<file path="src/rtl/mds_mult_sequencer.sv">
// Twofish MDS (optionally RS, via `RS_SUPPORT_EN) matrix-vector product,
// one GF(2^8) byte product per clock through a shared multiplier.

module gf256_mul (
    input  logic [7:0] a_i,
    input  logic [7:0] b_i,
    input  logic [8:0] p_i,
    output logic [7:0] y_o
);

    logic [7:0] acc;
    logic [7:0] sh;
    logic [8:0] t;

    always_comb begin
        acc = '0;
        sh  = a_i;
        t   = '0;
        for (int i = 0; i < 8; i++) begin
            if (b_i[i]) acc = acc ^ sh;
            t = {sh, 1'b0};
            if (t[8]) t = t ^ p_i;
            sh = t[7:0];
        end
        y_o = acc;
    end

endmodule

module mds_mult_sequencer #(
    parameter logic [8:0] POLY_MDS = 9'h169
`ifdef RS_SUPPORT_EN
    ,
    parameter logic [8:0] POLY_RS  = 9'h14D
`endif
) (
    input  logic        clk,
    input  logic        rst_n,
    input  logic        start,
`ifdef RS_SUPPORT_EN
    input  logic        mode,
    input  logic [63:0] din,
`else
    input  logic [31:0] din,
`endif
    output logic        busy,
    output logic        done,
    output logic [31:0] dout
);

`ifdef RS_SUPPORT_EN
    localparam int KW = 5;
    localparam int DW = 64;
`else
    localparam int KW = 4;
    localparam int DW = 32;
`endif

    localparam logic [0:15][7:0] MDS_ROM = {
        8'h01, 8'hEF, 8'h5B, 8'h5B,
        8'h5B, 8'hEF, 8'hEF, 8'h01,
        8'hEF, 8'h5B, 8'h01, 8'hEF,
        8'hEF, 8'h01, 8'hEF, 8'h5B
    };

`ifdef RS_SUPPORT_EN
    localparam logic [0:31][7:0] RS_ROM = {
        8'h01, 8'hA4, 8'h55, 8'h87, 8'h5A, 8'h58, 8'hDB, 8'h9E,
        8'hA4, 8'h56, 8'h82, 8'hF3, 8'h1E, 8'hC6, 8'h68, 8'hE5,
        8'h02, 8'hA1, 8'hFC, 8'hC1, 8'h47, 8'hAE, 8'h3D, 8'h19,
        8'hA4, 8'h55, 8'h87, 8'h5A, 8'h58, 8'hDB, 8'h9E, 8'h03
    };
`endif

    typedef enum logic {
        IDLE = 1'b0,
        RUN  = 1'b1
    } state_e;

    state_e           state_q, state_d;
    logic [KW-1:0]    k_q, k_d;
    logic [DW-1:0]    vec_q, vec_d;
    logic [3:0][7:0]  acc_q, acc_d, acc_nx;
    logic [31:0]      dout_q, dout_d;
    logic             done_q, done_d;

    logic [1:0]       row;
    logic [7:0]       coef;
    logic [7:0]       ybyte;
    logic [8:0]       poly;
    logic [7:0]       prod;
    logic             last;
    logic             accept;

`ifdef RS_SUPPORT_EN
    logic             mode_q, mode_d;
    logic [2:0]       col;

    // MDS requests keep the 4x4 walk even on the wider counter
    always_comb begin
        row   = mode_q ? k_q[4:3] : k_q[3:2];
        col   = mode_q ? k_q[2:0] : {1'b0, k_q[1:0]};
        last  = mode_q ? (k_q == 5'd31) : (k_q == 5'd15);
        poly  = mode_q ? POLY_RS : POLY_MDS;
        coef  = mode_q ? RS_ROM[{row, col}] : MDS_ROM[{row, col[1:0]}];
        ybyte = vec_q[8*col +: 8];
    end
`else
    logic [1:0]       col;

    always_comb begin
        row   = k_q[3:2];
        col   = k_q[1:0];
        last  = &k_q;
        poly  = POLY_MDS;
        coef  = MDS_ROM[{row, col}];
        ybyte = vec_q[8*col +: 8];
    end
`endif

    gf256_mul u_mul (
        .a_i (coef),
        .b_i (ybyte),
        .p_i (poly),
        .y_o (prod)
    );

    // A start on the finishing edge restarts at once, so a held start
    // yields one result every 16 (or 32) clocks.
    assign accept = start && ((state_q == IDLE) || last);

    always_comb begin
        state_d = state_q;
        k_d     = k_q;
        vec_d   = vec_q;
        acc_d   = acc_q;
        dout_d  = dout_q;
        done_d  = 1'b0;
`ifdef RS_SUPPORT_EN
        mode_d  = mode_q;
`endif
        acc_nx      = acc_q;
        acc_nx[row] = acc_q[row] ^ prod;
        unique case (state_q)
            IDLE: state_d = IDLE;
            RUN: begin
                acc_d = acc_nx;
                k_d   = k_q + KW'(1);
                if (last) begin
                    dout_d  = acc_nx;
                    done_d  = 1'b1;
                    state_d = IDLE;
                end
            end
        endcase
        if (accept) begin
            state_d = RUN;
            vec_d   = din;
            acc_d   = '0;
            k_d     = '0;
`ifdef RS_SUPPORT_EN
            mode_d  = mode;
`endif
        end
    end

    always_ff @(posedge clk or negedge rst_n) begin
        if (!rst_n) begin
            state_q <= IDLE;
            k_q     <= '0;
            vec_q   <= '0;
            acc_q   <= '0;
            dout_q  <= '0;
            done_q  <= 1'b0;
`ifdef RS_SUPPORT_EN
            mode_q  <= 1'b0;
`endif
        end else begin
            state_q <= state_d;
            k_q     <= k_d;
            vec_q   <= vec_d;
            acc_q   <= acc_d;
            dout_q  <= dout_d;
            done_q  <= done_d;
`ifdef RS_SUPPORT_EN
            mode_q  <= mode_d;
`endif
        end
    end

    assign busy = (state_q == RUN);
    assign done = done_q;
    assign dout = dout_q;

endmodule

</file>
<file path="config.mk">
export PLATFORM = sky130hd
export DESIGN_NAME = mds_mult_sequencer
export DESIGN_NICKNAME = d
export VERILOG_FILES = /design/src/rtl/mds_mult_sequencer.sv
export SDC_FILE = /design/constraint.sdc
export NUM_CORES = 1
export LEC_CHECK = 0
export BUFFER_PORTS_ARGS = -buffer_cell sky130_fd_sc_hd__buf_2
export CORE_AREA = 2 2 82 163
export CTS_CLUSTER_SIZE = 40
export DETAILED_ROUTE_END_ITERATION = 6
export DIE_AREA = 0 0 84 165
export GPL_TIMING_DRIVEN = 0
export PLACE_DENSITY = 0.8
export SKIP_CTS_REPAIR_TIMING = 1
export SYNTH_ARGS = -nofsm -noshare
export SYNTH_HDL_FRONTEND = slang
export SYNTH_HIERARCHICAL = 1
export SYNTH_SLANG_ARGS = --single-unit
</file>
<file path="constraint.sdc">
create_clock -name clk -period 6.6 [get_ports clk]
set_clock_uncertainty 0.1 [all_clocks]
set_input_delay 0.66 -clock clk [delete_from_list [all_inputs] [get_ports clk]]
set_output_delay 0.66 -clock clk [all_outputs]
set_load 0.005 [all_outputs]
</file>
## Yosys cells after proc, flatten, opt, wreduce, memory -nomap -nowiden

Memory sizes are Yosys's and may differ from the RTL's.
Cells that the tools add are included.

| storage, ports and cells | value |
|---|---|
| bits in registers | 102 |
| ROM bits | 128 |
| input bits | 35 |
| output and inout port bits | 34 |
| logic and storage cells | 69 |
| memories | 1 |

Memories:

| memory | depth | width | read ports | clocked after memory_dff | write ports | RTL line | text |
|---|---|---|---|---|---|---|---|
| (no name shown) | 16 | 8 | 1 | 0 | 0 | 116 | `coef = MDS_ROM[{row, col}];` |

| cells by class | value |
|---|---|
| add/sub/neg operators | 1 |
| magnitude comparators | 3 |
| shift operators | 1 |
| multiplexer cells | 31 |
| bitwise operators | 17 |
| reduce and logical (&&, ||, !) cells | 6 |

Operator list:

| operator | number |
|---|---|
| 2-to-1 mux 8 bit | 12 |
| 2-to-1 mux 32 bit | 2 |
| bitwise XOR 8 bit | 8 |
| 2-to-1 mux 7 bit | 7 |
| bitwise mux 32 bit | 1 |
| variable part select 32 x 6 -> 8 bit | 1 |
| NOT 4 bit | 7 |
| binary-select mux 8 bit (select 2 bit) | 1 |
| demux 8 bit (select 2 bit) | 1 |
| 2-to-1 mux 4 bit | 2 |
| greater-or-equal comparator 5 bit, second input constant | 1 |
| NOT 4 -> 5 bit | 1 |
| AND reduction 5 bit | 1 |
| adder 4 x 1 -> 4 bit, second input constant | 1 |
| 2-to-1 mux 1 bit | 4 |
| AND reduction 4 bit | 1 |
| < comparator 2 x 3 -> 1 bit, second input constant | 1 |
| greater-or-equal comparator 2 x 1 -> 1 bit, second input constant | 1 |
| logical AND 1 bit | 2 |
| case mux 1 bit (2 select lines) | 1 |
| nonzero test 2 bit | 1 |
| logical OR 1 bit | 1 |
| NOT 1 bit | 1 |

## Depth between registers and ports, before layout

| logic depth | value |
|---|---|
| depth after elaboration | 24 |
| mapped depth | 24 |
| depth with buffers taken out | 20 |

## Modules after synthesis

The synthesis kept the hierarchy.

By module, submodules not included:

| module | instances | cells an instance | area an instance (um2) | sequential area each (um2) |
|---|---|---|---|---|
| mds_mult_sequencer | 1 | 393 | 4,863.4 | 2,552.4 |
| gf256_mul | 1 | 415 | 2,688.8 | 0.0 |

## Least setup slack after synthesis

OpenSTA, ideal clock, no wires.

| timing | value |
|---|---|
| kind | register to register |
| start | register k_q[0] |
| end | register acc_q[5] (netlist bit) |
| library setup time | 0.118 ns |
| arrival | 4.829 ns |
| path slack | 1.553 ns |
| cell stages (with the launch flop) | 25 |
| buffers on the path | 4 |
| clock period less this slack | 5.047 ns |
| cell sequence | dfrtp_1 > inv_1 > ha_1 > or3_1 > a221oi_1 > a31oi_1 > buf_4 > inv_1 > nand2_1 > o211a_2 > or2_2 > clkbuf_1 > o21ai_1 > xnor2_1 > nand2_1 > o211ai_1 > a21boi_1 > buf_2 > or4_1 > a21oi_1 > xnor2_1 > clkbuf_1 > nand3b_1 > o21ai_0 > a21o_1 |

RTL lines:

| item | RTL line | text |
|---|---|---|
| from (decl) | 81 | `logic [KW-1:0] k_q, k_d;` |
| from (signal assigned) | 180 | `k_q <= k_d;` |
| NOT 4 -> 5 bit (implied by the code) * | 116 |  |
| memory read (16 x 8 bit) * | - |  |
| 2-to-1 mux 8 bit (implied by the code) * (2 in series) | 116 |  |
| net coef[2] | 88 | `logic [7:0] coef;` |
| NOT 4 bit (no source line) | - |  |
| 2-to-1 mux 7 bit * (2 in series) | 22 | `if (t[8]) t = t ^ p_i;` |
| NOT 4 bit (no source line) | - |  |
| 2-to-1 mux 7 bit * | 22 |  |
| (+7 left out) | - |  |
| 2-to-1 mux 8 bit * | 20 | `if (b_i[i]) acc = acc ^ sh;` |
| bitwise XOR 8 bit | 20 |  |
| 2-to-1 mux 8 bit * | 20 |  |
| net prod[5] | 91 | `logic [7:0] prod;` |
| bitwise XOR 8 bit * | 143 | `acc_nx[row] = acc_q[row] ^ prod;` |
| bitwise mux 32 bit * | 143 |  |
| 2-to-1 mux 32 bit * | 144 | `unique case (state_q)` |
| 2-to-1 mux 32 bit * | 156 | `if (accept) begin` |
| to (signal assigned) | 172 | `acc_q <= '0;` |
| to (signal assigned) | 182 | `acc_q <= acc_d;` |
| to (decl) | 83 | `logic [3:0][7:0] acc_q, acc_d, acc_nx;` |

Mark *: on every way through the listed nets, which the timed path passes. The rest lies on a longest branch. The select of a mux whose other input is x is not followed.
A chain may end at the register's enable or synchronous reset.

## Final worst setup path

| timing | value |
|---|---|
| start | register k_q[0] |
| end | register acc_q[24] (netlist bit) |

RTL lines:

| item | RTL line |
|---|---|
| NOT 4 -> 5 bit (implied by the code) * | 116 |
| memory read (16 x 8 bit) * | - |
| 2-to-1 mux 8 bit (implied by the code) * (2 in series) | 116 |
| net coef[2] | 88 |
| NOT 4 bit (no source line) | - |
| 2-to-1 mux 7 bit * (2 in series) | 22 |
| NOT 4 bit (no source line) | - |
| 2-to-1 mux 7 bit * | 22 |
| (+4 left out) | - |
| 2-to-1 mux 8 bit * | 20 |
| bitwise XOR 8 bit | 20 |
| 2-to-1 mux 8 bit * | 20 |
| net prod[0] | 91 |
| bitwise XOR 8 bit * | 143 |
| bitwise mux 32 bit * | 143 |
| 2-to-1 mux 32 bit * | 144 |
| 2-to-1 mux 32 bit * | 156 |

Marks and branches as above.

==> results.toml <==
[status]
outcome = "complete, no violations"

[yosys]
synth_mux_area_share_pct = 14.68
synthAdderAreaFrac_pct = 1.325
synth_area_per_cell_sq_um = 9.347
synth_top_cell_by_area = "dfrtp_1"
synth-xor-area-share_pct = 12.13
synthCells = 808
netlist_top_cells_count = "112 x nand2_1, 102 x dfrtp_1, 78 x xnor2_1, 62 x o21ai_0, 41 x clkbuf_1"
synth.most_common_cell = "nand2_1"
synth_area_sq_um = 7552
ys_seq_area_share_pct = 33.80
synth_top_flop_cell = "dfrtp_1"
synth_seq_cells = 102
synth_compound_area_share_pct = 17.35
async_flop_share_pct = 100.0
synth_cell_types = 76
synth_area_leaders = "dfrtp_1 34%, xnor2_1 9.0%, nand2_1 5.6%"
synth_top_area_share_pct = 33.80
synth_top_family_by_area = "compound AO/OA/AOI/OAI gates"
synth-simple-area-share_pct = 15.46
synth-edff-count = 0
synth_warnings = 6

[timing]
period_share_pct = 96.27
final_max_slew_viol_count = 0
finalSetupTns_ps = 0
rsz0062_at_grt = "no"
slew_headroom_pct = 36.33
hold_viol_final = 0
min_period_ps = 6354
tightest_slew_ps = 951.9
finalSetupViolCount = 0
max_freq_ghz = 0.1574
fin_ws_ps = 246.2

[final_layout]
diodes = 0
synthToLayoutAreaGrowth_pct = 12.97
filler_cell_count = 993
drive_gt1_share_pct = 22.04
final_nets = 959

[floorplanning]
start_util_pct = 60.16
fp.dieArea_sq_um = 13860
coreArea_sq_um = 12550
io_pins = 69
num_rows = 58
die_height_um = 165
die_w_um = 84

[critical_path]
worst_setup_path_end_kind = "register"
worstPathCellList = "inv_1 > ha_1 > or3_1 > a221oi_1 > a31oi_1 > buf_4 > inv_1 > nand2_1 > o211a_2 > or2_2 > clkbuf_1 > o21ai_1 > xnor2_2 > nand2_1 > o211ai_1 > a21boi_1 > buf_2 > o31ai_1 > and3b_1 > xnor2_1 > clkbuf_1 > nor3_1 > o21ai_0 > o21ai_0"
ff2ff_setup_slack_ps = 250
cp.arrival_ps = 6470
r2r_cells = 24
cp-start-kind = "register"
timing.rr.end = "acc_q[24]"
cp-startpoint = "k_q[0]"
crit_path_top_delay_cell = "o21ai_1"
rr_startpoint = "k_q[0]"
critPathCapture = "acc_q[24]"
cp_max_fo = 10
crit_type = "reg2reg"
crit_path_max_incr_delay_ps = 580
required_ps = 6720

[routing]
wl_um = 20600
dr_total_vias = 6391
drt_iter0_drc = 308
drtPass1Iterations = 5
routedWlPerCell_um = 19.23
final_antenna_net_count = 0
route.detailed.drc = 0
via_per_inst = 5.967

[run]
drv_cap = 0

[clock_network]
cts_buffers = 9
htreeDepth = 3
cts.root.buffer_cell = "clkbuf_16"
clkLatencyLatePin_ps = 360
cts_max_path_buffers = 2
cts.sinks = 102
cts_tree = "yes"
clk_pin_slew_ps = 70

[place]
routabilityCongestion = 1.042
dp_hpwl_um = 15760
pre_cts_ws_ps = 121.0
io_buffer_count = 68

[global_route]
grt_first_pass_wirelength_um = 32310
grt_pass1_vias = 6338
gr-usage-all-layers_pct = 30.10
antenna_found_initial = 0
grt_max_degree = 72
grt-ovfl-total = 0

[min_path]
hp-class = "in2async"
metrics by stage:
step	cell area (sq um)	std cells	hold slack, ps	util (%)
floorplan	7657	836	264.4	-
global placement	8185	1054	362.4	65.20
detailed placement	8215	1055	365.4	65.44
CTS	8503	1071	151.1	67.73
global route	8532	1071	167.6	67.96
finish	8532	1071	141.9	67.96
worst min-delay path by stage:
stage	start	end	slack (ps)	depth (start not counted)
finish	rst_n	dout[6]	140	1
global route	rst_n	dout[6]	170	1
CTS	rst_n	dout[6]	150	1
detailed placement	dout[26]	dout[26]	370	2
global placement	dout[26]	dout[26]	360	2
floorplan	rst_n	acc_q[0]	260	0
per-layer routing:
metal  wire length [um]  share of wire, %  GRT usage, %
met1               7277                35         29.91
met2              11150                54         56.73
met3                566               2.7         3.198
met5                  0                 0             0
met4               1608               7.8         22.14
critical path, delay by kind of cell (launching register included):
kind            cells  cell delay, ps
compound gates      9            2020
buf+inv             6            1620
simple gates        6            1190
xor+xnor            2             530
flops               1             480
fa+ha+maj           1             250
cell usage in the layout (no fill, tap or decap), drive strengths merged, types with 4 or more instances in the layout:
cell / netlist / routed
clkbuf: 41 / 51
mux4: 10 / 10
nand3: 15 / 15
inv: 14 / 18
nand3b: 10 / 10
or3: 11 / 11
nor3: 9 / 9
a21boi: 5 / 5
nand2b: 14 / 14
and3: 4 / 4
a32oi: 8 / 8
nand2: 112 / 112
a31oi: 18 / 18
nor2b: 7 / 7
a211oi: 7 / 7
buf: 27 / 96
nor2: 24 / 24
xnor2: 78 / 78
or2: 4 / 4
o211ai: 4 / 4
a21o: 9 / 9
mux2i: 14 / 14
conb: 2 / 30
mux2: 58 / 58
dfrtp: 102 / 102
o31ai: 7 / 7
o311ai: 10 / 10
and2: 5 / 5
nand4: 4 / 4
o21ai: 64 / 64
xor2: 24 / 24
or4: 5 / 5
ha: 8 / 8
a21oi: 36 / 36
registers in the layout, summed over array words and instances (netlist names):
| register | count |
|---|---|
| acc_q | 32 |
| busy | 1 |
| done | 1 |
| dout | 32 |
| k_q | 4 |
| vec_q | 32 |
kinds of logic after synthesis:
group                      count (synthesis)
DFF                                      102
xor gates and xnor gates                 103
muxes                                     82
AOI/OAI and AO/OA                        194
buffers and inverters                     82
adders and majority gates                  8
and+or+nand+nor                          235
other                                      2
area by class of cell:
cell class,instances,area (sq um),area share [%]
inverter,14,52.55,0.6159
timing repair buffer,69,370.4,4.341
multi-input combinational,652,4741,55.57
clock buffer,10,239.0,2.801
sequential,102,2552,29.92
clock inverter,6,48.80,0.5719
tap,150,187.7,2.200
buffer,68,340.3,3.989
Power is left out: the tool's default activity adds up to more than one toggle a clock period on the data nets, which glitch-free logic cannot reach.
